[src/rtl/cp0_pkg.sv]
// Shared CP0 constants: register numbers, field positions, exception codes
// and the exception handler address.
package cp0_pkg;

  localparam logic [4:0] REG_SR    = 5'd12;
  localparam logic [4:0] REG_CAUSE = 5'd13;
  localparam logic [4:0] REG_EPC   = 5'd14;
  localparam logic [4:0] REG_PRID  = 5'd15;

  localparam int SR_IE    = 0;
  localparam int SR_EXL   = 1;
  localparam int IM_LO    = 10;
  localparam int EXC_LO   = 2;
  localparam int CAUSE_BD = 31;

  localparam logic [4:0] EXC_INT     = 5'd0;
  localparam logic [4:0] EXC_ADEL    = 5'd4;
  localparam logic [4:0] EXC_ADES    = 5'd5;
  localparam logic [4:0] EXC_SYSCALL = 5'd8;
  localparam logic [4:0] EXC_RI      = 5'd10;
  localparam logic [4:0] EXC_OV      = 5'd12;

  localparam logic [31:0] HANDLER_ADDR = 32'h0000_4180;

endpackage

[src/rtl/cp0_req_gen.sv]
// Combinational arbitration between hardware interrupts and the synchronous
// exception carried by the instruction in M; interrupts win.
module cp0_req_gen
  import cp0_pkg::*;
#(
  parameter int INT_W = 6
) (
  input  logic             reset,
  input  logic             ie,
  input  logic             exl,
  input  logic [INT_W-1:0] im,
  input  logic [INT_W-1:0] hw_int,
  input  logic [4:0]       exc_code,
  output logic             req,
  output logic [4:0]       sel_code
);

  logic int_req;
  logic exc_req;

  always_comb begin
    int_req  = ie & ~exl & (|(hw_int & im));
    exc_req  = ~exl & (exc_code != 5'd0);
    req      = ~reset & (int_req | exc_req);
    sel_code = int_req ? EXC_INT : exc_code;
  end

endmodule

[src/rtl/cp0_unit.sv]
// Coprocessor-0 at the M stage: SR/Cause/EPC/PRId, mtc0/mfc0/eret, and the
// pipeline-wide exception/interrupt request.
module cp0_unit
  import cp0_pkg::*;
#(
  parameter logic [31:0] PRID  = 32'h2023_0007,
  parameter int          INT_W = 6
) (
  input  logic             clk,
  input  logic             reset,
  input  logic             en,
  input  logic [4:0]       cp0_addr,
  input  logic [31:0]      cp0_wdata,
  output logic [31:0]      cp0_rdata,
  input  logic [31:0]      m_pc,
  input  logic             m_delaySlot,
  input  logic [4:0]       m_excCode,
  input  logic             m_eret,
  input  logic [INT_W-1:0] hw_int,
  output logic             req,
  output logic [31:0]      epc_out
);

  logic             ie;
  logic             exl;
  logic [INT_W-1:0] im;
  logic [INT_W-1:0] ip;
  logic             bd;
  logic [4:0]       exc_code;
  logic [31:0]      epc;
  logic [4:0]       sel_code;
  logic [31:0]      sr_val;
  logic [31:0]      cause_val;

  cp0_req_gen #(.INT_W(INT_W)) u_req_gen (
    .reset    (reset),
    .ie       (ie),
    .exl      (exl),
    .im       (im),
    .hw_int   (hw_int),
    .exc_code (m_excCode),
    .req      (req),
    .sel_code (sel_code)
  );

  always_ff @(posedge clk) begin
    if (reset) begin
      ie       <= 1'b0;
      exl      <= 1'b0;
      im       <= '0;
      ip       <= '0;
      bd       <= 1'b0;
      exc_code <= 5'd0;
      epc      <= 32'd0;
    end else begin
      ip <= hw_int;
      if (req) begin
        // The excepted instruction's own mtc0/eret is dropped.
        exl      <= 1'b1;
        exc_code <= sel_code;
        bd       <= m_delaySlot;
        epc      <= m_delaySlot ? (m_pc - 32'd4) : m_pc;
      end else begin
        if (en && (cp0_addr == REG_SR)) begin
          im  <= cp0_wdata[IM_LO +: INT_W];
          exl <= cp0_wdata[SR_EXL];
          ie  <= cp0_wdata[SR_IE];
        end
        if (en && (cp0_addr == REG_EPC)) begin
          epc <= cp0_wdata;
        end
        // Placed after the SR write so eret's EXL clear overrides it.
        if (m_eret) begin
          exl <= 1'b0;
        end
      end
    end
  end

  always_comb begin
    sr_val                     = 32'd0;
    sr_val[IM_LO +: INT_W]     = im;
    sr_val[SR_EXL]             = exl;
    sr_val[SR_IE]              = ie;
    cause_val                  = 32'd0;
    cause_val[CAUSE_BD]        = bd;
    cause_val[IM_LO +: INT_W]  = ip;
    cause_val[EXC_LO +: 5]     = exc_code;
    case (cp0_addr)
      REG_SR:    cp0_rdata = sr_val;
      REG_CAUSE: cp0_rdata = cause_val;
      REG_EPC:   cp0_rdata = epc;
      REG_PRID:  cp0_rdata = PRID;
      default:   cp0_rdata = 32'd0;
    endcase
    epc_out = epc;
  end

endmodule

[config.mk]
export PLATFORM = sky130hd
export DESIGN_NAME = cp0_unit
export DESIGN_NICKNAME = d
export VERILOG_FILES = /design/src/rtl/cp0_pkg.sv /design/src/rtl/cp0_req_gen.sv /design/src/rtl/cp0_unit.sv
export SDC_FILE = /design/constraint.sdc
export NUM_CORES = 1
export LEC_CHECK = 0
export CORE_ASPECT_RATIO = 1.75
export CORE_MARGIN = 1
export CORE_UTILIZATION = 42
export DETAILED_ROUTE_END_ITERATION = 8
export HOLD_SLACK_MARGIN = 0.02
export PLACE_DENSITY = 0.79
export SYNTH_ARGS = -nofsm -noshare
export SYNTH_HDL_FRONTEND = slang
export SYNTH_SLANG_ARGS = --single-unit
export TNS_END_PERCENT = 20
[constraint.sdc]
create_clock -name clk -period 2.6 [get_ports clk]
set_clock_uncertainty 0.05 [all_clocks]
set_input_delay 0.39 -clock clk [delete_from_list [all_inputs] [get_ports clk]]
set_output_delay 0.39 -clock clk [all_outputs]
set_load 0.01 [all_outputs]
==> impl_results.md <==
* Die H at 117 µm
* Area Growth Syn to Fin at 62.3%
* Post-CTS Hold Fix Bufs at 0
* Initial antenna violation count at 0
* GR Util All Layers at 0.288
* Share of cells above drive strength 1 at 0.112
* First-pass GRT wire length at 17600 µm
* YS warnings at 0
* Run status: complete, no violations
* Final hold vios at 0
* Worst setup SP type: primary input
* Post-route setup slack at 83.2 ps
* Clock Root Buffer: clkbuf_16
* Clock period minus worst slack at between 2000 and 3000 ps
* Max cap viols at 0
* Worst-path maximum fanout at 8
* 1st-iter DRT viols at 215
* LEAKAGE at 1.93 nW
* H-tree depth at 2
* IO Pins at 150
* Via Count at between 3k and 4k
* Relative slew slack at 0.614
* ANT nets after route at 0
* WL/cell at 17.7 µm
* Die W at 67.9 µm
* Fmax at 397 MHz
* CTS sink cnt at between 50 and 60
* Syn Nets at ~470
* Total power at 2.24 mW
* Vias per inst at 5.58
* CP max stage cell: clkdlybuf4s50_1
* Mapped Avg Cell Area at 8.27 µm²
* Final #Nets at 639
* Sequential area share after synthesis at 0.326
* Clock buffer count from CTS at 5
* Crit share post-route at 0.968
* Starting Density at 0.438
* Die ar. at 7970 µm²
* Synthesized instance count at 386
* Worst Setup Path Type: in2out
* Vias in the first global route at 3638
* CP peak stage delay at 570 ps
* Worst Max-Slew Pin Slew at slightly below 600 ps
* CP Data Required Time at roughly 2200 ps
* CTS tree: done
* Post-route cell area at 5180 µm²
* Setup bufs post-CTS at 0
* RSZ-0062 raised after global routing: true
* Largest net degree at the start of global routing at 49
* Worst-Skew Late Latency at ~280 ps
* ANT cells at 0
* Dpl hpwl at 8830 µm
* Finished Layout Cells at 640
* Setup WS pre-CTS at -44.5 ps
* Remaining design rule violation count at 0
* CP Capture Type: primary output
* Yosys cell types at 44
* Placed Instances at 632
* Worst min path class: reg2reg
* Placed cell areas at 5000 µm²
* Fillers at ~600
* Count of input and output buffers at 149
* CTS max path bufs at 2
* Worst-path cell chain: clkdlybuf4s50_1 -> buf_6 -> mux2i_1 -> nor2_1 -> a21oi_1 -> nor2_1 -> clkdlybuf4s50_1
* Synthesized area at approximately 3200 µm²
* Core area at 7280 µm²
* Post-synthesis register bit count at 52
* IR drop worst, VDD at about 0.36 mV
* Final wirelength at about 11000 µm
* Total gr overflow at 0
* Num rows at 41
* Final setup violation count at 0
* Drt pass-1 iters at 4
* Clock transition at path regs at 70 ps
* WP data arrival at approximately 2100 ps
* Final count of pins violating max slew at 0
* Pwr dens at 432 nW/µm²
* Placer congestion estimate at 0.891
==> path summary, 6_finish.rpt <==
path	from	to	slack [ps]	cells past startpoint
min	bd$_SDFFE_PP0P_	bd$_SDFFE_PP0P_	400	2
min reg2reg	bd$_SDFFE_PP0P_	bd$_SDFFE_PP0P_	400	2
max	cp0_addr[0]	cp0_rdata[14]	80	7
max reg2reg	im[3]$_SDFFE_PP0P_	epc_out[17]$_SDFFE_PP0P_	550	6
==> timing repair <==
item	4_1_cts	5_1_grt
gates resized for setup	3	3
pin swaps	0	1
endpoints found under the setup margin	10	4
==> worst max-delay path: cells and delay by family <==
kind / cells / cell delay (ps)
AOI/OAI and AO/OA: 1 / 120
buffers and inverters: 3 / 1230
muxes: 1 / 220
and+or+nand+nor: 2 / 120
==> state kept, by name, indices dropped and copies added, names as in the netlist <==
signal / cells
epc_out: 32
im: 6
ip: 6
exc_code: 5
bd: 1
exl: 1
ie: 1
==> metrics by stage <==
step / setup TNS [ps] / util / hold slack, ps
after floorplan: 0 / - / 382
after global placement: -74.8 / 0.686 / 393
after detailed placement: -134 / 0.686 / 398
after CTS: 0 / 0.710 / 405
after global routing: -0.435 / 0.711 / 437
final: 0 / 0.711 / 404
==> cell type report <==
| type | instances | area, µm² | area share |
|---|---|---|---|
| multi-input combinational | 303 | 2040 | 0.394 |
| timing repair buffer | 188 | 1810 | 0.349 |
| sequential | 52 | 1040 | 0.201 |
| clock buffer | 5 | 125 | 0.0242 |
| tap | 86 | 108 | 0.0208 |
| clock inverter | 3 | 42.5 | 0.00821 |
| inverter | 3 | 11.3 | 0.00217 |
==> power breakdown <==
group | leakage, nW | internal (mW) | switching [mW]
clock | 0.0798 | 0.453 | 0.296
sequential | 0.431 | 0.858 | 0.0442
combinational | 1.42 | 0.329 | 0.256
==> per-layer routing <==
layer	track usage	part of all wire	vias up
met2	0.526	0.55	122
met1	0.315	0.37	1680
met4	0.128	0.040	0
met3	0.0253	0.042	32
met5	0	0	-
li1	-	-	1739
==> logic make-up (layout without fill, tap and decap cells) <==
group | count (synthesis) | count (layout) | share of synthesized area
xor+xnor | 26 | 26 | 0.0713
flops | 52 | 52 | 0.326
mux | 36 | 36 | 0.113
simple gates | 165 | 165 | 0.281
compound gates | 75 | 75 | 0.166
fa+ha+maj | 1 | 1 | 0.00392
buf+inv | 31 | 199 | 0.0392
==> cell usage after synthesis (all sizes together) <==
cell type | number | area (µm²)
a22oi | 8 | 60.1
nand3 | 4 | 20.0
and4bb | 1 | 12.5
nand4bb | 1 | 11.3
or2 | 2 | 12.5
o21a | 1 | 7.51
nor2 | 66 | 248
o31ai | 1 | 7.51
buf | 7 | 35.0
nand4 | 4 | 31.3
ha | 1 | 12.5
o31a | 1 | 8.76
clkbuf | 21 | 78.8
nand3b | 1 | 7.51
dfxtp | 52 | 1040
mux2i | 36 | 360
or4 | 4 | 33.8
a21boi | 1 | 7.51
nand2 | 11 | 41.3
nor2b | 24 | 150
nor4b | 2 | 32.5
inv | 3 | 11.3
a311oi | 2 | 17.5
nor3 | 13 | 70.1
xnor2 | 16 | 140
and3 | 15 | 93.8
and3b | 2 | 17.5
nand2b | 1 | 6.26
nor3b | 2 | 20.0
o21ai | 3 | 15.0
nor4bb | 1 | 10.0
a211oi | 46 | 345
a21oi | 12 | 60.1
nor4 | 9 | 62.6
or3 | 1 | 6.26
xor2 | 10 | 87.6
nand4b | 1 | 8.76
==> cells in the final DEF (no fill, tap or decap), types with 10 or more instances in the layout <==
cell type	netlist	final
and3_1	15	14
buf_4	0	36
xnor2_1	16	16
nor3_1	12	12
xor2_1	10	10
dfxtp_1	52	52
clkdlybuf4s50_1	0	146
nor2b_1	24	23
a211oi_1	46	46
nand2_1	11	11
nor2_1	66	64
a21oi_1	12	12
mux2i_1	36	36
(Power assumes the default switching activity.)
